$ cat src/rtl/cam_line_writer.sv
// Camera byte-pair packer feeding the line SRAM; writes win over pass-through reads.
// Optional CAM_BYTE_SWAP_EN puts the first camera byte in the low half of each word.
module cam_line_writer #(
   parameter int ADDR_W    = 10,
   parameter int MAX_WORDS = 640
) (
   input  logic              CLK,
   input  logic              RST,
   input  logic              CAM_VSYNC,
   input  logic              CAM_HREF,
   input  logic              CAM_VALID,
   input  logic [7:0]        CAM_DATA,
   input  logic              RD_REQ,
   output logic              RD_GRANT,
   output logic              CS_N,
   output logic              WR_N,
   output logic [ADDR_W-1:0] WRADDR,
   output logic [15:0]       WRDATA,
   output logic              LINE_DONE,
   output logic [ADDR_W:0]   LINE_LEN,
   output logic              ODD_ERR,
   output logic              OVF_ERR
);

   typedef enum logic [2:0] {
      S_IDLE,
      S_WAIT_HREF,
      S_BYTE_HI,
      S_BYTE_LO,
      S_LINE_END
   } state_t;

   localparam logic [ADDR_W:0] MAX_C = (ADDR_W+1)'(MAX_WORDS);

   state_t              state_q, state_d;
   logic                vsync_q, vsync_prev_q;
   logic                href_q, href_prev_q;
   logic [7:0]          hi_q, hi_d;
   logic                we_q, we_d;
   logic [ADDR_W-1:0]   addr_q, addr_d;
   logic [15:0]         data_q, data_d;
   logic [ADDR_W:0]     cnt_q, cnt_d;
   logic                done_q, done_d;
   logic [ADDR_W:0]     len_q, len_d;
   logic                odd_q, odd_d;
   logic                ovf_q, ovf_d;

   logic                vsync_fall;
   logic                href_rise;
   logic                href_fall;
   logic                pix;
   logic [15:0]         word;

   assign vsync_fall = vsync_prev_q & ~vsync_q;
   assign href_rise  = href_q & ~href_prev_q;
   assign href_fall  = href_prev_q & ~href_q;
   assign pix        = CAM_VALID & href_q;

`ifdef CAM_BYTE_SWAP_EN
   assign word = {CAM_DATA, hi_q};
`else
   assign word = {hi_q, CAM_DATA};
`endif

   always_comb begin
      state_d = state_q;
      hi_d    = hi_q;
      we_d    = 1'b0;
      addr_d  = addr_q;
      data_d  = data_q;
      cnt_d   = cnt_q;
      done_d  = 1'b0;
      len_d   = len_q;
      odd_d   = odd_q;
      ovf_d   = ovf_q;
      if (we_q) cnt_d = cnt_q + 1'b1;
      if (vsync_q) begin
         state_d = S_IDLE;
      end else begin
         unique case (state_q)
            S_IDLE: begin
               if (vsync_fall) state_d = S_WAIT_HREF;
            end
            S_WAIT_HREF: begin
               if (href_rise) begin
                  state_d = S_BYTE_HI;
                  cnt_d   = '0;
               end
            end
            S_BYTE_HI: begin
               if (href_fall) begin
                  state_d = S_LINE_END;
               end else if (pix) begin
                  hi_d    = CAM_DATA;
                  state_d = S_BYTE_LO;
               end
            end
            S_BYTE_LO: begin
               if (href_fall) begin
                  state_d = S_LINE_END;
                  odd_d   = 1'b1;
               end else if (pix) begin
                  state_d = S_BYTE_HI;
                  // counter saturates at MAX_WORDS; excess words are dropped
                  if (cnt_q == MAX_C) begin
                     ovf_d = 1'b1;
                  end else begin
                     we_d   = 1'b1;
                     addr_d = cnt_q[ADDR_W-1:0];
                     data_d = word;
                  end
               end
            end
            S_LINE_END: begin
               done_d  = 1'b1;
               len_d   = cnt_q;
               state_d = S_WAIT_HREF;
            end
            default: state_d = S_IDLE;
         endcase
      end
   end

   always_ff @(posedge CLK) begin
      if (RST) begin
         state_q      <= S_IDLE;
         vsync_q      <= 1'b0;
         vsync_prev_q <= 1'b0;
         href_q       <= 1'b0;
         href_prev_q  <= 1'b0;
         hi_q         <= '0;
         we_q         <= 1'b0;
         addr_q       <= '0;
         data_q       <= '0;
         cnt_q        <= '0;
         done_q       <= 1'b0;
         len_q        <= '0;
         odd_q        <= 1'b0;
         ovf_q        <= 1'b0;
      end else begin
         state_q      <= state_d;
         vsync_q      <= CAM_VSYNC;
         vsync_prev_q <= vsync_q;
         href_q       <= CAM_HREF;
         href_prev_q  <= href_q;
         hi_q         <= hi_d;
         we_q         <= we_d;
         addr_q       <= addr_d;
         data_q       <= data_d;
         cnt_q        <= cnt_d;
         done_q       <= done_d;
         len_q        <= len_d;
         odd_q        <= odd_d;
         ovf_q        <= ovf_d;
      end
   end

   assign RD_GRANT  = RD_REQ & ~we_q & ~RST;
   assign CS_N      = ~(we_q | RD_GRANT);
   assign WR_N      = ~we_q;
   assign WRADDR    = addr_q;
   assign WRDATA    = data_q;
   assign LINE_DONE = done_q;
   assign LINE_LEN  = len_q;
   assign ODD_ERR   = odd_q;
   assign OVF_ERR   = ovf_q;

endmodule
$ cat config.mk
export PLATFORM = sky130hd
export DESIGN_NAME = cam_line_writer
export DESIGN_NICKNAME = d
export VERILOG_FILES = /design/src/rtl/cam_line_writer.sv
export SDC_FILE = /design/constraint.sdc
export NUM_CORES = 1
export LEC_CHECK = 0
export CAP_MARGIN = 20
export CORE_UTILIZATION = 54
export DETAILED_ROUTE_END_ITERATION = 8
export PLACE_DENSITY = 0.82
export SETUP_SLACK_MARGIN = 0.1
export SLEW_MARGIN = 20
export SYNTH_ARGS = -nofsm -noshare
export SYNTH_HDL_FRONTEND = slang
export SYNTH_SLANG_ARGS = --single-unit
$ cat constraint.sdc
create_clock -name CLK -period 3.2 [get_ports CLK]
set_clock_uncertainty 0.15 [all_clocks]
set_input_delay 0.48 -clock CLK [delete_from_list [all_inputs] [get_ports CLK]]
set_output_delay 0.48 -clock CLK [all_outputs]
set_load 0.01 [all_outputs]
==> impl_metrics.tcl <==
set metrics [dict create \
    grt_pass1_vias 1892 \
    grt_max_degree 55 \
    synth_top_family_by_area "simple AND/OR/NAND/NOR gates" \
    place_area_sq_mm 0.00323 \
    yosysUniqueCellTypes 38 \
    postLayoutCellArea_sq_mm 0.00340 \
    antenna_cells 0 \
    synth_compound_area_frac 0.0636 \
    netlist_area_sq_mm 0.00268 \
    synth_fp_nets 314 \
    cts_tree "done" \
    crit_type "input pin to output pin" \
    grt_pass1_wl_um 8870 \
    path_clk_slew_ns 0.07 \
    routed_via_density 5.22 \
    clk_latency_ns 0.33 \
    die_x_um 72.4 \
    routed-via-count 2192 \
    drt-wirelength-per-cell_um 13.5 \
    drive_gt1_frac 0.0567 \
    crit_arrival_ns 1.79 \
    drtIter0Drc 144 \
    power_mw 1.51 \
    drv_slew 0 \
    die_h_um 72.4 \
    post-cts-setup-buffers 0 \
    postCtsHoldBufs 0 \
    cts-root-buf "clkbuf_8" \
    cpPeakStageDelay_ns 0.55 \
    fmax_mhz 413 \
    period_minus_slack_ns 2.42 \
    max_slew_margin 0.675 \
    r2r_setup_slack_ns 1.14 \
    power_frac_seq 0.558 \
    fin_tns_setup_ns 0 \
    setup_slack_ns 0.776 \
    routed_wl_um 5670 \
    postRouteAntennaNets 0 \
    crit_top_cell "clkdlybuf4s50_1" \
    combinationalPowerShare 0.037 \
    multi_input_area_sq_mm 0.00119 \
    final-hold-violation-count 0 \
    grtUsageTotal 0.224 \
    critical-path-top-delay-family "buffers and inverters" \
    syn_inst 298 \
    muxShareOfSynthArea 0.112 \
    synth_warnings 0 \
    cts_resized 0 \
    htree_levels 3 \
    critPathCaptureType "output pin" \
    final-seq-area_sq_mm 0.00134 \
    numClockSinks 67 \
    path_buf_inv 3 \
    antenna_found_initial 0 \
    fin_hold_ws_ns 0.307 \
    port_buffers 56 \
    intPower_mw 1.18 \
    fin_cells 420 \
    dp.cells 404 \
    vdd_drop_max_mv 0.260 \
    leakagePower_nw 1.18 \
    p_switching_mw 0.325 \
    ios 57 \
    place_ws_ns 0.657 \
    seq_area_frac_synth 0.501 \
    synth_xor_xnor_area_share 0.0262 \
    finalCritPeriodShare 0.758 \
    syn_area_per_cell_sq_um 8.98 \
    core_sq_mm 0.00475 \
    crit_required_ns 2.57 \
    yosys_register_bits 67 \
    dp_hpwl_um 3860 \
    cp_max_fo 3 \
    areaGrowthSynthToFinish_pct 27.0 \
    drt-pass1-iter-count 4 \
    hp-class "flop to flop" \
    max_cap_violations 0 \
    final_common_cell "nand2_1" \
    final_cell_mix "76 x nand2_1, 67 x dfxtp_1, 56 x clkdlybuf4s50_1" \
    gp_congestion 0.793 \
    synth_adder_area_share 0.00935 \
    status "finished clean" \
    power_density_mw_per_mm2 444 \
    cts.path.max_buffers 2 \
    rows 25 \
    p_clk_frac 0.405 \
    synth_simple_gate_area_frac 0.233 \
    setup_viol 0 \
    crit_chain "clkdlybuf4s50_1, inv_1, a21oi_1, clkdlybuf4s50_1" \
    worst_pin_slew_ns 0.485 \
    grt.overflow.total 0 \
    cts_buffers 9 \
    start_util 0.563 \
    fin_nets 364 \
    fin_util 0.715 \
    rsz0062_at_grt "false" \
    slowest_stage "clkdlybuf4s50_1" \
    nFillCells 374 \
    drc 0 \
    start_kind "input pin" \
    switching_share 0.215 \
    die-area_sq_mm 0.00524 \
]
[path summary, 6_finish.rpt]
path	cells past startpoint	start	endpoint
worst max-delay path	4	RST	CS_N
worst min-delay path	2	LINE_LEN[6]$_SDFFE_PP0P_	LINE_LEN[6]$_SDFFE_PP0P_
worst max register to register	5	state_q[1]$_SDFFE_PP0P_	WRDATA[7]$_SDFFE_PP0P_
worst min register to register	2	LINE_LEN[6]$_SDFFE_PP0P_	LINE_LEN[6]$_SDFFE_PP0P_
[metal layers]
layer,GRT usage,vias up,routed length (um)
met3,0.0458,6,297
met1,0.306,1023,2680
met4,0.0980,0,48
met5,0,-,0
met2,0.343,68,2650
li1,-,1095,-
[sequential cells by signal (all words and copies together) (netlist names), 3 cells and up]
register and cells:
LINE_LEN 11, WRADDR 10, WRDATA 16, cnt_q 11, hi_q 8, state_q 3
[kinds of logic after synthesis]
group | after synthesis
AND/OR/NAND/NOR | 135
flip-flops | 67
AO/OA/AOI/OAI | 30
multiplexers | 30
buffers and inverters | 26
XOR/XNOR | 8
adder cells (fa/ha/maj) | 2
[cell usage after synthesis (all sizes together)]
cell type / instances / area, sq um
nand2b: 2 / 12.5
or3: 2 / 12.5
ha: 2 / 25.0
o22ai: 1 / 6.26
a31oi: 1 / 6.26
or4: 1 / 7.51
nor4: 4 / 25.0
nand3b: 1 / 7.51
nor4b: 1 / 23.8
mux2i: 30 / 300
nor4bb: 1 / 10.0
and3: 1 / 6.26
a41o: 1 / 10.0
nor2b: 6 / 37.5
a22oi: 1 / 7.51
and4b: 1 / 10.0
nor3: 5 / 25.0
dfxtp: 67 / 1340
xnor2: 5 / 43.8
a21oi: 16 / 80.1
clkbuf: 12 / 45.0
nand2: 76 / 285
xor2: 3 / 26.3
o21ai: 7 / 35.0
o2bb2ai: 1 / 8.76
a22o: 1 / 8.76
buf: 9 / 81.3
a211oi: 1 / 7.51
nand4: 4 / 25.0
and2: 1 / 6.26
nor2: 22 / 82.6
nand3: 7 / 47.6
inv: 5 / 18.8
[area by class of cell]
class,instances,share of cell area
tap,67,0.0247
sequential,67,0.395
inverter,5,0.00552
clock inverter,2,0.00294
clock buffer,14,0.0478
multi-input combinational,205,0.351
timing repair buffer,60,0.174
[worst register-to-register path, cell delays in order, from the launching register on]
cell     delay (ns)
dfxtp_1        0.52
nand3_4        0.12
nor4b_4        0.36
nor2b_2        0.21
buf_4          0.36
mux2i_1        0.26
[power by group through the flow]
stage | clock network, mW | logic, mW | registers [mW]
floorplan | 0 | 0.0313 | 0.857
global placement | 0 | 0.0550 | 0.860
detailed placement | 0 | 0.0560 | 0.860
CTS | 0.620 | 0.0563 | 0.841
global route | 0.655 | 0.0603 | 0.841
finish | 0.611 | 0.0566 | 0.841
Power figures use the tool's default switching activity.
